[src/rtl/coin_credit_accumulator.sv]
// Coin credit accumulator: front end of the vend datapath.
// Collects coins into a saturating-free credit register (overflowing coins are
// rejected), locks the credit while the downstream subtractor works, and hands
// back either the change or the whole credit through a refund handshake.
//
// state   | meaning
// --------+-----------------------------------------------------------
// IDLE    | no credit, waiting for the first valid coin
// COLLECT | accumulating coins, idle timeout running
// LOCK    | credit frozen as subtractor minuend, waiting for vend_done
// REFUND  | refund_amount offered to the dispenser until refund_ack
module coin_credit_accumulator #(
  parameter int N           = 4,
  parameter int TIMEOUT_CYC = 16
) (
  input  logic         clk,
  input  logic         rst_n,
  input  logic         coin_valid,
  input  logic [1:0]   coin_code,
  output logic         coin_ready,
  output logic         coin_reject,
  output logic [N-1:0] credit,
  output logic [1:0]   state_o,
  input  logic         vend_req,
  input  logic         vend_done,
  input  logic [N-1:0] change_in,
  input  logic         cancel,
  output logic         refund_valid,
  output logic [N-1:0] refund_amount,
  input  logic         refund_ack
);

  typedef enum logic [1:0] {
    IDLE    = 2'b00,
    COLLECT = 2'b01,
    LOCK    = 2'b10,
    REFUND  = 2'b11
  } state_t;

  localparam int              CW      = (TIMEOUT_CYC > 1) ? $clog2(TIMEOUT_CYC) : 1;
  localparam logic [CW-1:0]   TC_LAST = CW'(TIMEOUT_CYC - 1);
  localparam logic [N:0]      MAX_CR  = {1'b0, {N{1'b1}}};

  state_t        state;
  logic [CW-1:0] tcnt;
  logic [N:0]    coin_val;
  logic [N:0]    sum;
  logic          coin_take;
  logic          coin_ok;
  logic          coin_bad;
  logic          timeout_hit;

  // Ready is a pure state decode so nothing upstream sees a combinational loop.
  assign coin_ready = (state == IDLE) || (state == COLLECT);
  assign state_o    = state;

  // Coin value decode and overflow check, done one bit wider than credit.
  always_comb begin
    coin_val = '0;
    case (coin_code)
      2'b00:   coin_val = (N+1)'(1);
      2'b01:   coin_val = (N+1)'(2);
      2'b10:   coin_val = (N+1)'(5);
      default: coin_val = '0;
    endcase
  end

  assign sum         = {1'b0, credit} + coin_val;
  assign coin_take   = coin_valid && coin_ready;
  assign coin_ok     = coin_take && (coin_code != 2'b11) && (sum <= MAX_CR);
  assign coin_bad    = coin_take && !coin_ok;
  assign timeout_hit = !coin_ok && (tcnt == TC_LAST);

  // Main controller: state, credit, timeout counter and registered outputs.
  always_ff @(posedge clk or negedge rst_n) begin
    if (!rst_n) begin
      state         <= IDLE;
      credit        <= '0;
      tcnt          <= '0;
      coin_reject   <= 1'b0;
      refund_valid  <= 1'b0;
      refund_amount <= '0;
    end else begin
      coin_reject <= coin_bad;
      case (state)
        IDLE: begin
          if (coin_ok) begin
            credit <= sum[N-1:0];
            tcnt   <= '0;
            state  <= COLLECT;
          end
        end
        COLLECT: begin
          if (cancel || (!vend_req && timeout_hit)) begin
            // A coin landing in the same cycle goes straight into the refund.
            refund_amount <= coin_ok ? sum[N-1:0] : credit;
            refund_valid  <= 1'b1;
            credit        <= '0;
            tcnt          <= '0;
            state         <= REFUND;
          end else if (vend_req) begin
            if (coin_ok) credit <= sum[N-1:0];
            tcnt  <= '0;
            state <= LOCK;
          end else if (coin_ok) begin
            credit <= sum[N-1:0];
            tcnt   <= '0;
          end else begin
            tcnt <= tcnt + 1'b1;
          end
        end
        LOCK: begin
          if (vend_done) begin
            credit <= '0;
            if (change_in != '0) begin
              refund_amount <= change_in;
              refund_valid  <= 1'b1;
              state         <= REFUND;
            end else begin
              state <= IDLE;
            end
          end
        end
        REFUND: begin
          if (refund_ack) begin
            refund_valid  <= 1'b0;
            refund_amount <= '0;
            state         <= IDLE;
          end
        end
        default: state <= IDLE;
      endcase
    end
  end

endmodule

[config.mk]
export PLATFORM = sky130hd
export DESIGN_NAME = coin_credit_accumulator
export DESIGN_NICKNAME = d
export VERILOG_FILES = /design/src/rtl/coin_credit_accumulator.sv
export SDC_FILE = /design/constraint.sdc
export NUM_CORES = 1
export LEC_CHECK = 0
export CORE_UTILIZATION = 45
export CTS_BUF_LIST = sky130_fd_sc_hd__clkbuf_4 sky130_fd_sc_hd__clkbuf_8
export DETAILED_ROUTE_END_ITERATION = 8
export DONT_BUFFER_PORTS = 1
export HOLD_SLACK_MARGIN = 0.15
export PLACE_DENSITY = 0.71
export SLEW_MARGIN = 5
export SYNTH_ARGS = -nofsm -noshare
export SYNTH_HDL_FRONTEND = slang
export SYNTH_SLANG_ARGS = --single-unit
export TNS_END_PERCENT = 10
[constraint.sdc]
create_clock -name clk -period 3.85 [get_ports clk]
set_input_delay 0.5775 -clock clk [delete_from_list [all_inputs] [get_ports clk]]
set_output_delay 0.5775 -clock clk [all_outputs]
set_load 0.005 [all_outputs]
==> results_dict.tcl, run 1 <==
set metrics [dict create \
    outcome "complete, no violations" \
    wl_um 2440 \
    tightestPinTransition_ns 0.745 \
    cts_setup_buffers 0 \
    crit_family "compound AO/OA/AOI/OAI gates" \
    cts_sinks 16 \
    synth_ff_type "dfrtp_1" \
    hold_path_class "in -> reg" \
    ant_nets 0 \
    worstSetupEndpointType "register" \
    synth.largest_area_cell "dfrtp_1" \
    synth-seq-cells 16 \
    rsz0062_at_grt "false" \
    crit_type "reg -> reg" \
    finClkSkew_ns 0.00357 \
    holdPathEnd "coin_reject$_DFF_PN0_" \
    drv_slew 0 \
    antenna_cells 0 \
    drv_cap 0 \
    powerDensity_nw_per_um2 795 \
    gp_congestion 0.830 \
    cts.htree.levels 1 \
    swShare_pct 45.3 \
    syn_inst 119 \
    synth.top_cell.area_share_pct 33.3 \
    io_pins 26 \
    clock_path_buffers 2 \
    setup_viol 0 \
    reg2regPathDepth 6 \
    wl_met2_um 1210 \
    die_area_um2 2880 \
    power.switching_w 0.000454 \
    grt_start_max_net_pins 17 \
    cp_max_fo 9 \
    track_usage_pct 20.5 \
    worstPathRequired_ns 4.05 \
    max_freq_mhz 373 \
    antenna_found_initial 0 \
    p_leak_nw 0.555 \
    die_w_um 53.7 \
    start_kind "register" \
    area_growth_pct 5.00 \
    synth_area_leaders "dfrtp_1, ha_1, mux2_4" \
    core_um2 2500 \
    wl_met3_um 155 \
    syn_area_per_cell_um2 10.1 \
    post_drt_wl_per_cell_um 16.2 \
    globalRouteOverflowTotal 0 \
    fin_crit_sh_pct 69.7 \
    tritoncts "done" \
    slowest_stage "a221o_1" \
    clockPowerShare_pct 11.8 \
    intPower_w 0.000549 \
    hpwlAfterDp_um 1850 \
    cpPeakStageDelay_ns 0.54 \
    slew-limit-headroom_pct 50.2 \
    critPathBufInv 0 \
    arrival_ns 2.88 \
    synth.cell_area_um2 1200 \
    ys_seq_area_share_pct 33.3 \
    pwr-share-comb_pct 58.6 \
    fin_crit_ns 2.68 \
    grt_pass1_wl_um 4230 \
    clk_root_buffer_cell "clkbuf_4" \
    cts_buffers 3 \
    synth.distinct_cells 47 \
    die_h_um 53.7 \
    drc 0 \
    seq_power_share_pct 29.6 \
    min_from "coin_valid" \
    route.top_layer_used "met4" \
    grt_pass1_vias 979 \
    first_pass_iters 4 \
    r2r_start "credit[0]$_DFFE_PN0P_" \
    io_buffers 0 \
    nNetsFinal 143 \
    vias 958 \
    synth_edf_count 0 \
    r2r_slack_ns 1.17 \
    syn_nets 141 \
    cp_cell_sequence "ha_1, fa_1, a21o_1, a221o_1, o211ai_4, mux2_4" \
    clkTransAtPathRegs_ns 0.10 \
    synth_warnings 0 \
    whs_path_depth 2 \
    fp-row-count 18 \
    route.layer.met1.wl_um 1040 \
    clock_latency_ns 0.30 \
    vias_per_cell 6.39 \
    hold_violations 0 \
    rr_endpoint "refund_amount[2]$_DFFE_PN0P_" \
    drtIter0Drc 13 \
    final_util_pct 50.5 \
    start_util_pct 48.0 \
    drive_gt1_share_pct 13.3 \
    fin_setup_tns_ns 0 \
    synthArstFlopShare_pct 100 \
    vdd_ir_drop_max_mv 0.607 \
]
synthesized netlist by cell type, types with 2 or more instances:
| cell | number |
|---|---|
| a22oi_1 | 3 |
| nand3_1 | 3 |
| nor2b_1 | 2 |
| nand2_1 | 11 |
| dfrtp_1 | 16 |
| a21o_1 | 2 |
| a22o_1 | 3 |
| nand2b_1 | 3 |
| o21ai_1 | 3 |
| a31oi_1 | 2 |
| mux2i_1 | 4 |
| o41ai_1 | 2 |
| mux2_4 | 3 |
| nor2_1 | 11 |
| o22ai_1 | 2 |
| clkbuf_1 | 2 |
| inv_1 | 4 |
| a21oi_1 | 4 |
| ha_1 | 8 |
| o21bai_1 | 2 |
| o31ai_1 | 2 |
| nor3_1 | 2 |
metrics by stage:
step	setup slack (ns)	power (W)	hold slack, ns	instances	instance area (µm²)
floorplan	1.22	0.000790	0.282	119	1200
global placement	1.05	0.000868	0.282	145	1210
detailed placement	0.964	0.000890	0.282	145	1210
CTS	1.14	0.00102	0.449	150	1260
global route	1.05	0.00110	0.461	150	1260
finish	1.17	0.00100	0.452	150	1260
layout make-up:
class	count	area [µm²]
clock buffers	4	36.3
fillers	235	1240
inverters	4	15.0
multi-input cells	95	762
flip-flops and latches	16	400
well taps	30	37.5
repair buffers	1	10.0
worst reg2reg max path, cell delays in order, from the launching register on:
cell      delay [ns]
dfrtp_1         0.44
ha_1            0.23
fa_1            0.41
a21o_1          0.23
a221o_1         0.54
o211ai_4        0.40
mux2_4          0.33
sequential cells by signal (all words and copies together) (netlist names):
name	flops
credit	4
refund_amount	4
tcnt	4
state_o	2
coin_reject	1
refund_valid	1
power groups by stage:
stage	Sequential [W]	Clock, W	Combinational (W)
final	0.000297	0.000118	0.000588
after global routing	0.000311	0.000130	0.000660
after CTS	0.000298	0.000123	0.000594
after detailed placement	0.000302	0	0.000589
after global placement	0.000299	0	0.000568
after floorplan	0.000284	0	0.000506
per-layer routing:
| layer | vias up | track usage, % |
|---|---|---|
| met3 | 4 | 6.78 |
| met1 | 470 | 24.7 |
| li1 | 452 | - |
| met5 | - | 0 |
| met4 | 0 | 6.58 |
| met2 | 32 | 34.2 |
how the worst max path moves through the flow:
stage | from | slack, ns | endpoint | depth (start not counted)
final | credit[0]$_DFFE_PN0P_ | 1.17 | refund_amount[2]$_DFFE_PN0P_ | 6
after global routing | credit[0]$_DFFE_PN0P_ | 1.05 | refund_amount[3]$_DFFE_PN0P_ | 7
after CTS | credit[0]$_DFFE_PN0P_ | 1.14 | refund_amount[2]$_DFFE_PN0P_ | 6
after detailed placement | coin_code[0] | 0.96 | refund_amount[2]$_DFFE_PN0P_ | 7
after global placement | coin_code[0] | 1.05 | refund_amount[2]$_DFFE_PN0P_ | 7
after floorplan | coin_code[0] | 1.22 | refund_amount[0]$_DFFE_PN0P_ | 8
timing repair:
action | 4_1_cts | 5_1_grt
resized for setup | 0 | 0
hold buffers | 1 | 0
endpoints found under the hold margin | 16 | 0
placed cells by master (no fill, tap or decap), types with 3 or more instances in the layout:
cell type,count
a22o_1,3
clkbuf_4,3
ha_1,8
nand2b_1,3
nand3_1,3
inv_1,4
a21oi_1,4
nor2_1,11
dfrtp_1,16
mux2_4,3
o21ai_1,3
a22oi_1,3
mux2i_1,4
nand2_1,11
cells by family (layout without fill, tap and decap cells):
| logic type | count (synthesis) | count (layout) | synth area share [%] |
|---|---|---|---|
| and+or+nand+nor | 40 | 40 | 17.0 |
| DFF | 16 | 16 | 33.3 |
| xor gates and xnor gates | 2 | 2 | 1.46 |
| muxes | 8 | 8 | 8.02 |
| adders and majority gates | 9 | 9 | 10.0 |
| buffers and inverters | 8 | 9 | 3.23 |
| AOI/OAI and AO/OA | 36 | 36 | 27.0 |
No activity file was read; power rests on OpenSTA's default activity.
==> run 2: changes to the inputs <==
--- a/config.mk
+++ b/config.mk
@@ -10,7 +10,7 @@
 export DETAILED_ROUTE_END_ITERATION = 8
 export DONT_BUFFER_PORTS = 1
 export HOLD_SLACK_MARGIN = 0.15
-export PLACE_DENSITY = 0.71
+export PLACE_DENSITY = 0.73
 export SLEW_MARGIN = 5
 export SYNTH_ARGS = -nofsm -noshare
 export SYNTH_HDL_FRONTEND = slang
==> constraint.sdc (replaced) <==
create_clock -name clk -period 2.2 [get_ports clk]
set_input_delay 0.33 -clock clk [delete_from_list [all_inputs] [get_ports clk]]
set_output_delay 0.33 -clock clk [all_outputs]
set_load 0.005 [all_outputs]
==> run 2 against run 1 <==
Compared with the run above:
- the run now ends with setup timing left
- critical path depth increased by 1
- routed wire length is 14% higher
- register-to-register slack got worse by 1.3 ns
- die area unchanged
- global-route usage up 1.4 points
- non-clock buffer count increased by 16
- clock power up 71%
- final cell count rose by 11%
- total power rose by 100%
- first-iteration DRC count increased by 92%
- utilization increased by 6.6 points
- flip-flop and latch count stayed put
- critical endpoint is now refund_amount[3]$_DFFE_PN0P_
==> results_dict.tcl, run 2 (synthesis results as in run 1) <==
set metrics [dict create \
    crit_family "compound AO/OA/AOI/OAI gates" \
    rr_endpoint "refund_amount[3]$_DFFE_PN0P_" \
    dp.cells 159 \
    drive_gt1_share_pct 30.1 \
    cp_cell_sequence "ha_2, fa_2, a21o_1, a221o_2, o211ai_4, mux2i_1, o41ai_2" \
    critPathBufInv 0 \
    cts_sinks 16 \
    core_um2 2500 \
    clock_path_buffers 2 \
    powerDensity_nw_per_um2 1410 \
    finClkSkew_ns 0.00151 \
    drv_cap 0 \
    worstPathRequired_ns 2.38 \
    min_from "coin_valid" \
    ant_nets 0 \
    die_h_um 53.7 \
    slowest_stage "a221o_2" \
    crit_type "reg -> reg" \
    hold_violations 0 \
    r2r_slack_ns -0.13 \
    setup_viol 13 \
    cp_max_fo 6 \
    reg2regPathDepth 7 \
    fin_crit_ns 2.33 \
    cts_buffers 3 \
    nNetsFinal 159 \
    grt_start_max_net_pins 17 \
    p_leak_nw 0.649 \
    clk_root_buffer_cell "clkbuf_4" \
    hold_ws_ns 0.203 \
    tightestPinTransition_ns 0.757 \
    reg_top3 "credit (4), refund_amount (4), tcnt (4)" \
    vias 1011 \
    layout.cells.non_filler 166 \
    antenna_cells 0 \
    drv_slew 0 \
    holdPathEnd "coin_reject$_DFF_PN0_" \
    clkTransAtPathRegs_ns 0.10 \
    rsz0062_at_grt "true" \
    globalRouteOverflowTotal 0 \
    start_util_pct 48.0 \
    max_freq_mhz 430 \
    slew-limit-headroom_pct 49.4 \
    post_drt_wl_per_cell_um 16.7 \
    final_common_cell "dfrtp_1" \
    area_growth_pct 18.6 \
    hold_path_class "in -> reg" \
    arrival_ns 2.51 \
    track_usage_pct 22.0 \
    fin_ws_ns -0.126 \
    gp_congestion 0.873 \
    grt_pass1_wl_um 4520 \
    violations "setup timing" \
    first_pass_iters 4 \
    mostFrequentLayoutCells "dfrtp_1, buf_4, nor2_1, nand2_1, ha_1" \
    cts.htree.levels 1 \
    io_buffers 0 \
    outcome "finished, violations left" \
    r2r_start "credit[0]$_DFFE_PN0P_" \
    tritoncts "done" \
    fp-row-count 18 \
    wl_um 2770 \
    fin_crit_sh_pct 106 \
    vdd_ir_drop_max_mv 0.898 \
    worstSetupEndpointType "register" \
    io_pins 26 \
    vias_per_cell 6.09 \
    die_w_um 53.7 \
    grt_pass1_vias 1014 \
    antenna_found_initial 0 \
    cpPeakStageDelay_ns 0.44 \
    drtIter0Drc 25 \
    drc 0 \
    start_kind "register" \
    whs_path_depth 2 \
    clock_latency_ns 0.29 \
    hpwlAfterDp_um 2110 \
    die_area_um2 2880 \
]
[run 2: cell count changes in the layout (fill, tap and decap cells not counted), sizes merged]
cell | before | now
buf | 0 | 16
[run 2: worst register-to-register path, delay by kind of cell (launching register included)]
kind | cells | cell delay [ns]
DFF | 1 | 0.39
adders and majority gates | 2 | 0.54
AOI/OAI and AO/OA | 4 | 1.02
muxes | 1 | 0.27
[run 2: worst max path at each step]
stage / startpoint / endpoint / slack [ns] / cells after the start
after CTS: credit[0]$_DFFE_PN0P_ / refund_amount[3]$_DFFE_PN0P_ / -0.16 / 7
after global routing: credit[0]$_DFFE_PN0P_ / credit[2]$_DFFE_PN0P_ / -0.20 / 8
final: credit[0]$_DFFE_PN0P_ / refund_amount[3]$_DFFE_PN0P_ / -0.13 / 7
after floorplan: credit[0]$_DFFE_PN0P_ / refund_amount[0]$_DFFE_PN0P_ / -0.09 / 7
after global placement: credit[0]$_DFFE_PN0P_ / refund_amount[2]$_DFFE_PN0P_ / -0.08 / 6
after detailed placement: credit[0]$_DFFE_PN0P_ / refund_amount[3]$_DFFE_PN0P_ / -0.17 / 7
[run 2: repair_timing]
item | in CTS | in global routing
hold endpoints to repair | 16 | 0
pin swaps | 9 | 8
setup buffers | 2 | 0
hold buffers | 1 | 0
endpoints found under the setup margin | 10 | 15
gates resized for setup | 5 | 3
[run 2: area by class of cell]
| class | count | area [µm²] |
|---|---|---|
| repair buffers | 17 | 134 |
| flip-flops and latches | 16 | 400 |
| inverters | 4 | 15.0 |
| multi-input cells | 95 | 802 |
| fillers | 215 | 1070 |
| well taps | 30 | 37.5 |
| clock buffers | 4 | 36.3 |
[run 2: stage by stage]
step	area (µm²)	utilization, %	setup slack [ns]	total power, W	TNS, ns
final	1430	57.0	-0.126	0.00202	-0.769
after global routing	1430	57.0	-0.202	0.00218	-2.30
after CTS	1410	56.2	-0.162	0.00199	-1.03
after detailed placement	1330	53.0	-0.175	0.00173	-1.04
after global placement	1330	53.0	-0.0762	0.00169	-0.308
after floorplan	1210	-	-0.0884	0.00139	-0.324
[run 2: metal layers]
| metal | part of all wire, % | routed length (µm) | vias to the layer above | global-route usage [%] |
|---|---|---|---|---|
| li1 | - | - | 486 | - |
| met1 | 42 | 1170 | 488 | 24.9 |
| met2 | 50 | 1390 | 33 | 39.7 |
| met3 | 6.6 | 182 | 4 | 7.34 |
| met4 | 0.65 | 18 | 0 | 3.95 |
| met5 | 0 | 0 | - | 0 |
[run 2: report_power, final]
group	internal [W]	switching, W
sequential	0.000400	0.0000880
clock	0.000101	0.000101
combinational	0.000642	0.000685
total	0.00114	0.000874
